**src/rtl/fft_bitrev_buf_pkg.sv**
```systemverilog
// Shared widths, sample bundle and bit-reverse helper
// for the FFT input reorder buffer.
package fft_bitrev_buf_pkg;

  localparam int FFT_DATA_WD  = 10;
  localparam int FFT_PTS_LOG2 = 6;
  localparam int FFT_PTS      = 1 << FFT_PTS_LOG2;

  typedef logic [FFT_PTS_LOG2-1:0] idx_t;
  typedef logic [FFT_DATA_WD-1:0]  smp_t;

  typedef struct packed {
    smp_t re;
    smp_t im;
  } cplx_t;

  localparam idx_t IDX_LAST = idx_t'(FFT_PTS - 1);

  function automatic idx_t bitrev(input idx_t v);
    idx_t r;
    r = '0;
    for (int i = 0; i < FFT_PTS_LOG2; i++)
      r[i] = v[FFT_PTS_LOG2-1-i];
    return r;
  endfunction

endpackage

```
**src/rtl/fft_bitrev_buf_if.sv**
```systemverilog
// Sample-in / sample-out valid-ready bundle of the
// bit-reverse buffer.
interface fft_bitrev_buf_if;
  import fft_bitrev_buf_pkg::*;

  logic din_vld;
  logic din_rdy;
  logic din_last;
  smp_t din_re;
  smp_t din_im;

  logic dout_vld;
  logic dout_rdy;
  logic dout_last;
  idx_t dout_idx;
  smp_t dout_re;
  smp_t dout_im;

  modport master (
    output din_vld, din_last,
    output din_re, din_im,
    output dout_rdy,
    input  din_rdy, dout_vld,
    input  dout_last, dout_idx,
    input  dout_re, dout_im
  );

  modport slave (
    input  din_vld, din_last,
    input  din_re, din_im,
    input  dout_rdy,
    output din_rdy, dout_vld,
    output dout_last, dout_idx,
    output dout_re, dout_im
  );

endinterface

```
**src/rtl/fft_pingpong_mem.sv**
```systemverilog
// Two-bank sample store: one synchronous write port,
// one combinational read port, contents not reset.
module fft_pingpong_mem
  import fft_bitrev_buf_pkg::*;
(
  input  logic  clk,
  input  logic  we,
  input  logic  wr_bank,
  input  idx_t  wr_addr,
  input  cplx_t wr_data,
  input  logic  rd_bank,
  input  idx_t  rd_addr,
  output cplx_t rd_data
);

  cplx_t mem [2][FFT_PTS];

  always_ff @(posedge clk) begin
    if (we)
      mem[wr_bank][wr_addr] <= wr_data;
  end

  assign rd_data = mem[rd_bank][rd_addr];

endmodule

```
**src/rtl/fft_bitrev_buf.sv**
```systemverilog
// Ping-pong reorder buffer: frames in natural order,
// frames out in bit-reversed order.
module fft_bitrev_buf
  import fft_bitrev_buf_pkg::*;
(
  input  logic clk,
  input  logic rst,
  fft_bitrev_buf_if.slave bus,
  output logic err_frame
);

  idx_t       wr_cnt;
  idx_t       rd_cnt;
  idx_t       rd_addr;
  logic       wr_bank;
  logic       rd_bank;
  logic [1:0] full;
  logic [1:0] full_nxt;
  logic       wr_fire;
  logic       rd_fire;
  logic       wr_wrap;
  logic       rd_wrap;
  cplx_t      wr_data;
  cplx_t      rd_data;

  assign bus.din_rdy  = !full[wr_bank];
  assign bus.dout_vld = full[rd_bank];

  assign wr_fire = bus.din_vld & bus.din_rdy;
  assign rd_fire = bus.dout_vld & bus.dout_rdy;
  assign wr_wrap = (wr_cnt == IDX_LAST);
  assign rd_wrap = (rd_cnt == IDX_LAST);

  assign wr_data = {bus.din_re, bus.din_im};
  assign rd_addr = bitrev(rd_cnt);

  fft_pingpong_mem u_mem (
    .clk     (clk),
    .we      (wr_fire),
    .wr_bank (wr_bank),
    .wr_addr (wr_cnt),
    .wr_data (wr_data),
    .rd_bank (rd_bank),
    .rd_addr (rd_addr),
    .rd_data (rd_data)
  );

  // Fill and drain always hit different banks,
  // so both updates can land in one cycle.
  always_comb begin
    full_nxt = full;
    if (wr_fire && wr_wrap)
      full_nxt[wr_bank] = 1'b1;
    if (rd_fire && rd_wrap)
      full_nxt[rd_bank] = 1'b0;
  end

  always_ff @(posedge clk) begin
    if (rst) begin
      wr_cnt    <= '0;
      rd_cnt    <= '0;
      wr_bank   <= 1'b0;
      rd_bank   <= 1'b0;
      full      <= '0;
      err_frame <= 1'b0;
    end else begin
      full <= full_nxt;
      if (wr_fire) begin
        wr_cnt <= wr_cnt + 1'b1;
        if (wr_wrap)
          wr_bank <= ~wr_bank;
        if (bus.din_last != wr_wrap)
          err_frame <= 1'b1;
      end
      if (rd_fire) begin
        rd_cnt <= rd_cnt + 1'b1;
        if (rd_wrap)
          rd_bank <= ~rd_bank;
      end
    end
  end

  assign bus.dout_re   = bus.dout_vld ? rd_data.re : '0;
  assign bus.dout_im   = bus.dout_vld ? rd_data.im : '0;
  assign bus.dout_idx  = bus.dout_vld ? rd_addr : '0;
  assign bus.dout_last = bus.dout_vld & rd_wrap;

endmodule

```
**src/flat_wrapper.sv**
```systemverilog
// flat-port wrapper written by rule: the top's interface ports become plain ports
module fft_bitrev_buf_flat import fft_bitrev_buf_pkg::*;
  (clk, rst, err_frame, bus_din_vld, bus_din_last, bus_din_re, bus_din_im, bus_dout_rdy, bus_din_rdy, bus_dout_vld, bus_dout_last, bus_dout_idx, bus_dout_re, bus_dout_im);
  fft_bitrev_buf_if bus_i ();
  input  logic clk;
  input  logic rst;
  output logic err_frame;
  input wire logic [$bits(bus_i.din_vld)-1:0] bus_din_vld;
  input wire logic [$bits(bus_i.din_last)-1:0] bus_din_last;
  input wire logic [$bits(bus_i.din_re)-1:0] bus_din_re;
  input wire logic [$bits(bus_i.din_im)-1:0] bus_din_im;
  input wire logic [$bits(bus_i.dout_rdy)-1:0] bus_dout_rdy;
  output wire logic [$bits(bus_i.din_rdy)-1:0] bus_din_rdy;
  output wire logic [$bits(bus_i.dout_vld)-1:0] bus_dout_vld;
  output wire logic [$bits(bus_i.dout_last)-1:0] bus_dout_last;
  output wire logic [$bits(bus_i.dout_idx)-1:0] bus_dout_idx;
  output wire logic [$bits(bus_i.dout_re)-1:0] bus_dout_re;
  output wire logic [$bits(bus_i.dout_im)-1:0] bus_dout_im;
  assign bus_i.din_vld = bus_din_vld;
  assign bus_i.din_last = bus_din_last;
  assign bus_i.din_re = bus_din_re;
  assign bus_i.din_im = bus_din_im;
  assign bus_i.dout_rdy = bus_dout_rdy;
  assign bus_din_rdy = bus_i.din_rdy;
  assign bus_dout_vld = bus_i.dout_vld;
  assign bus_dout_last = bus_i.dout_last;
  assign bus_dout_idx = bus_i.dout_idx;
  assign bus_dout_re = bus_i.dout_re;
  assign bus_dout_im = bus_i.dout_im;
  fft_bitrev_buf u_core (.clk(clk), .rst(rst), .bus(bus_i), .err_frame(err_frame));
endmodule
```
**config.mk**
```make
export PLATFORM = sky130hd
export DESIGN_NAME = fft_bitrev_buf_flat
export DESIGN_NICKNAME = d
export VERILOG_FILES = /design/src/rtl/fft_bitrev_buf_pkg.sv /design/src/rtl/fft_bitrev_buf_if.sv /design/src/rtl/fft_pingpong_mem.sv /design/src/rtl/fft_bitrev_buf.sv /design/src/flat_wrapper.sv
export SDC_FILE = /design/constraint.sdc
export NUM_CORES = 2
export LEC_CHECK = 0
export ABC_AREA = 1
export CAP_MARGIN = 0
export CORE_UTILIZATION = 25
export CTS_CLUSTER_SIZE = 16
export DETAILED_ROUTE_END_ITERATION = 7
export PLACE_DENSITY_LB_ADDON = 0.12
export SYNTH_ARGS = -nofsm -noshare
export SYNTH_HDL_FRONTEND = slang
export SYNTH_SLANG_ARGS = --single-unit
```
**constraint.sdc**
```tcl
create_clock -name clk -period 4.35 [get_ports clk]
set_input_delay 1.305 -clock clk [delete_from_list [all_inputs] [get_ports clk]]
set_output_delay 1.305 -clock clk [all_outputs]
set_load 0.02 [all_outputs]
```
Word-level counts from Yosys, hierarchy flattened. Memories as Yosys holds them, arrays and structs flattened. A register that Yosys moved wholly into a read port is not among the register bits. Cells that the tools add are included.

Add/subtract/negate cells: 2. Order comparisons: 7. Equal/unequal tests: 3. Multiplexer cells: 22. Bitwise operators: 10. Reduce and logical (&&, ||, !) cells: 9.

Operator list (count): $mux W1280 (1); $bmux W20 S6 (1); $demux W20 S6 (1); $mux W20 (3); $mux W10 (2); $ge A7 B7 Y1 const B (2); $not A6 Y7 (2); $add A6 B1 Y6 const B (2); $eq A6 B6 Y1 const B (2); $mux W1 (9); $lt A7 B1 Y1 const B (1); $mux W6 (1); $reduce_and A2 Y1 (3); $logic_and A1 B1 Y1 (5); $lt A1 B2 Y1 const B (2); $mux W2 (2); $and A1 B1 Y1 (3); $and A2 B2 Y2 (1); $demux W1 S1 (2); $ge A1 B1 Y1 const B (2); $not A1 Y1 (2); $not A2 Y2 (1); $or A2 B2 Y2 (1); $logic_not A1 Y1 (1); $ne A1 B1 Y1 (1).

Bits in registers: 17. Memory bits (writable): 2560. Input bits: 25. Output and inout port bits: 30. Memories kept: 1.

Memories: u_core.u_mem.mem (depth 2, bits a word 1280, read ports 1, clocked after Yosys merged registers in 1, wr ports 1, line fft_pingpong_mem.sv:16) `cplx_t mem [2][FFT_PTS];`.

Logic depth before layout (Yosys ltp).
Word-level depth: 8. Depth in mapped cells: 16. Gate-level depth less buffers: 12.

Hierarchy. A second synthesis with hierarchy kept.

Cells, all modules: 8644. Area, all modules: 103833.3 um2.

By module, submodules not included: fft_pingpong_mem (instances 1, cells each 8462, area an instance 102762.3 um2); fft_bitrev_buf (instances 1, cells each 182, area an instance 1071.0 um2).

Worst setup path before layout. Ideal clock, no wire load.

Path type: input to register. From: input bus_din_vld. To: memory u_core.u_mem.mem[0][80] (netlist name) (enable). Setup time: 0.422 ns. Arrival time: 3.332 ns. Required time: 3.928 ns. Path slack: 0.596 ns. Stages on the path: 5. Cells stage by stage: nand2_1 -> buf_2 -> nor2_1 -> inv_1 -> nor3_1.

Longest elaborated chain between the ends: 3.

RTL lines: start: declaration (line flat_wrapper.sv:8) `input wire logic [$bits(bus_i.din_vld)-1:0] bus_din_vld;`; $and A1 B1 Y1 (line fft_bitrev_buf.sv:29) `assign wr_fire = bus.din_vld & bus.din_rdy;`; $mux W1 (line fft_pingpong_mem.sv:19) `if (we)`; $mux W1280 (implied by the code) (line fft_pingpong_mem.sv:20) `mem[wr_bank][wr_addr] <= wr_data;`; end: declaration (line fft_pingpong_mem.sv:16).

Every way passes these cells.

==> impl_metrics.csv <==
group,metric,value,unit
outcome,status,"finished, violations left",
outcome,violations,"setup timing",
detailed_routing,drt_pass1_iterations,6,
clock_network,root_buffer,"clkbuf_16",
clock_network,cts-hold-fix-buffers,0,
cells_and_area,fin_cells,16580,
grt,antenna_found_initial,35,
timing,fin_ws,-548.1,ps
logic_synthesis,synth_seq_cells,2578,
worst_setup_path,critPathArrivalTime,3590,ps
cells_and_area,multi_input_area,0.02662,sq mm
die,die_width,660.6,um
logic_synthesis,syn_nets,10110,
cells_and_area,final_area,0.1332,sq mm
logic_synthesis,yosysTopAreaCellShare,70.89,%
detailed_routing,vias_per_cell,4.464,
timing,slew_viol_final,0,
grt,grt_max_degree,73,
timing,hold_violations,0,
clock_network,clock-sinks,2578,
timing,worstMarginPinSlew,1279,ps
grt,grt_pass1_wl,559500,um
timing,relSlewSlack,14.27,%
timing,rsz0062_at_grt,"true",
logic_synthesis,synth_area_per_cell,10.75,sq um
detailed_routing,ant_nets,0,
die,rows,241,
worst_setup_path,cp-end-kind,"output port",
logic_synthesis,yosysUniqueCellTypes,27,
cells_and_area,areaGrowthSynthToFinish,22.81,%
clock_network,cts_tree,"done",
grt,grt_overflow,0,
detailed_routing,wl_per_cell,24.03,um
die,ioPinCount,55,
worst_hold_path,hold_path.class,"flip-flop to flip-flop",
detailed_routing,drt_first_iter_violations,6548,
clock_network,cts_buffers,307,
logic_synthesis,ys_warn_count,0,
clock_network,cts_buffer_depth,4,
logic_synthesis,synth_largest_area_cell,"edfxtp_1",
die,coreArea,0.4312,sq mm
die,dieArea,0.4364,sq mm
detailed_routing,drc,0,
cells_and_area,final_nets,10650,
power_and_ir_drop,peakVddDrop,0.0003003,V
die,chipHeight,660.6,um
flow_run,drv_cap,0,
detailed_routing,wirelength,398400,um
cells_and_area,drive_gt1_share,14.39,%
timing,min_period_over_period,112.6,%
logic_synthesis,synthTopCellsByArea,"edfxtp_1 71%, nand2_1 12%, nand3_1 5.1%",
timing,min_period,4898,ps
grt,grt_use_total,17.84,%
worst_setup_path,worstSetupPathType,"flip-flop to output port",
clock_network,htree_levels,5,
detailed_routing,vias,74030,
timing,setup_viol,20,
power_and_ir_drop,p_leak,0.05081,uW
placement,hpwl,235300,um
worst_setup_path,worstPathMaxFanout,14,
timing,max_freq,204.2,MHz
power_and_ir_drop,power,52550,uW
logic_synthesis,synthCells,10090,
worst_setup_path,startpoint_type,"flip-flop",
die,initial_core_util,25.15,%
logic_synthesis,seq_area_frac_synth,71.22,%
placement,gp_congestion,0.8116,
worst_setup_path,crit_required,3040,ps
logic_synthesis,syn_area,0.1084,sq mm
clock_network,cts.reportedPaths.clkPinSlew,60,ps
placement,placed_area,0.1211,sq mm
cells_and_area,post-route-util,30.89,%
placement,portBuffers,54,
cells_and_area,fill_cells,43920,
power_and_ir_drop,p_per_area,394.6,mW/mm^2
placement,placedCellCount,15950,
timing,fin_worst_skew,35.26,ps
clock_network,clkLatencyLatePin,940,ps
cells_and_area,seqCellArea,0.07725,sq mm
grt,grt_pass1_vias,72480,
==> placed cells by master (no fill, tap or decap), types with 16 or more instances in the layout <==
cell	n
nand2_2	82
clkinv_2	41
clkbuf_1	74
nand2_4	18
buf_12	173
nand3_1	1033
clkbuf_16	325
nand2_1	3305
or2_2	21
nand3_2	65
nor2_1	886
o21ai_0	342
buf_16	46
edfxtp_1	2560
buf_8	17
a21oi_1	144
nor3_2	37
inv_1	808
clkinv_1	90
a21oi_2	26
buf_4	449
nor2_2	125
buf_6	62
diode_2	16
==> critical path, stage by stage (launching register included) <==
cell	delay, ps
dfxtp_4	390
buf_12	200
inv_16	90
buf_12	150
buf_16	150
bufbuf_16	290
nand2_1	60
nand3_1	60
nand3_1	90
nand2_1	60
nor2_2	110
buf_4	120
nand2_2	80
nand3_1	90
buf_6	150
nand2_1	60
buf_4	170
nand2_2	80
nand2_4	80
buf_4	170
==> kinds of logic (layout without fill, tap and decap cells) <==
group           Yosys count  in the layout  share of synthesized area (%)
fa+ha+maj                 2              2                        0.02307
buf+inv                1379           2150                          5.544
other cells               0             16                              0
compound gates          532            532                          2.460
simple gates           5596           5596                          20.75
flops                  2578           2578                          71.22
==> power breakdown <==
group	switching, uW	internal [uW]
Sequential	11.1	27300
Clock	10500	13800
Combinational	785	155
Total	11300	41300
==> flip-flops by register name, summed over array words and instances, names as in the netlist, named ones only <==
register,cells
u_core.err_frame,1
u_core.rd_cnt,6
u_core.rd_bank,1
u_core.u_mem.mem,2560
u_core.wr_cnt,6
u_core.wr_bank,1
u_core.full,2
==> routing by layer <==
metal  part of all wire [%]  GRT usage, %
met1                     46         24.99
met2                     47         29.23
met3                    4.5         2.134
met4                    2.5         4.478
met5                      0             0
==> cell type report <==
type | instances | share of cell area, %
Inverter | 817 | 2.342
Sequential cell | 2578 | 58.01
Timing Repair Buffer | 780 | 7.329
Timing Repair inverter | 4 | 0.03382
Clock inverter | 156 | 0.7084
Multi-Input combinational cell | 6130 | 19.99
Clock buffer | 393 | 6.194
Tap cell | 5710 | 5.364
Antenna cell | 16 | 0.03006
==> worst paths after layout <==
check                           startpoint                            endpoint  slack, ps  cells after the start
max                              flip-flop                      bus_dout_im[3]       -550                     19
min          u_core.err_frame$_SDFFE_PP0P_       u_core.err_frame$_SDFFE_PP0P_        490                      2
max reg2reg    u_core.wr_bank$_SDFFE_PP0N_  u_core.u_mem.mem[0][856]$_DFFE_PP_       1100                     10
min reg2reg  u_core.err_frame$_SDFFE_PP0P_       u_core.err_frame$_SDFFE_PP0P_        490                      2
==> cells in the mapped netlist <==
master,instances
nor4_1,1
nor3_1,43
ha_1,2
o22ai_1,1
o21ai_0,355
nor2_1,1018
buf_2,201
nand4_1,4
buf_1,56
o21ai_1,1
or2_2,21
o211ai_1,1
edfxtp_1,2560
buf_12,1
a21oi_1,173
clkbuf_1,221
a31oi_1,1
buf_6,63
inv_2,4
clkinv_1,1
nand2_1,3405
inv_4,2
inv_1,810
dfxtp_1,18
buf_8,2
buf_4,18
nand3_1,1104
==> per-stage QoR <==
stage | hold slack, ps | setup TNS [ps] | worst slack [ps]
floorplan | 450.6 | 0 | 596.0
global placement | 455.9 | 0 | 27.63
detailed placement | 473.4 | 0 | 23.24
CTS | 480.4 | -12140 | -668.9
global route | 540.1 | -12920 | -727.0
finish | 485.9 | -9402 | -548.1
==> timing repair <==
action,in CTS,in global routing
gates cloned,29,7
endpoints found under the setup margin,21,20
buffers inserted,26,4
resized for setup,336,116
pin swaps,30,11
Power figures use the tool's default switching activity.
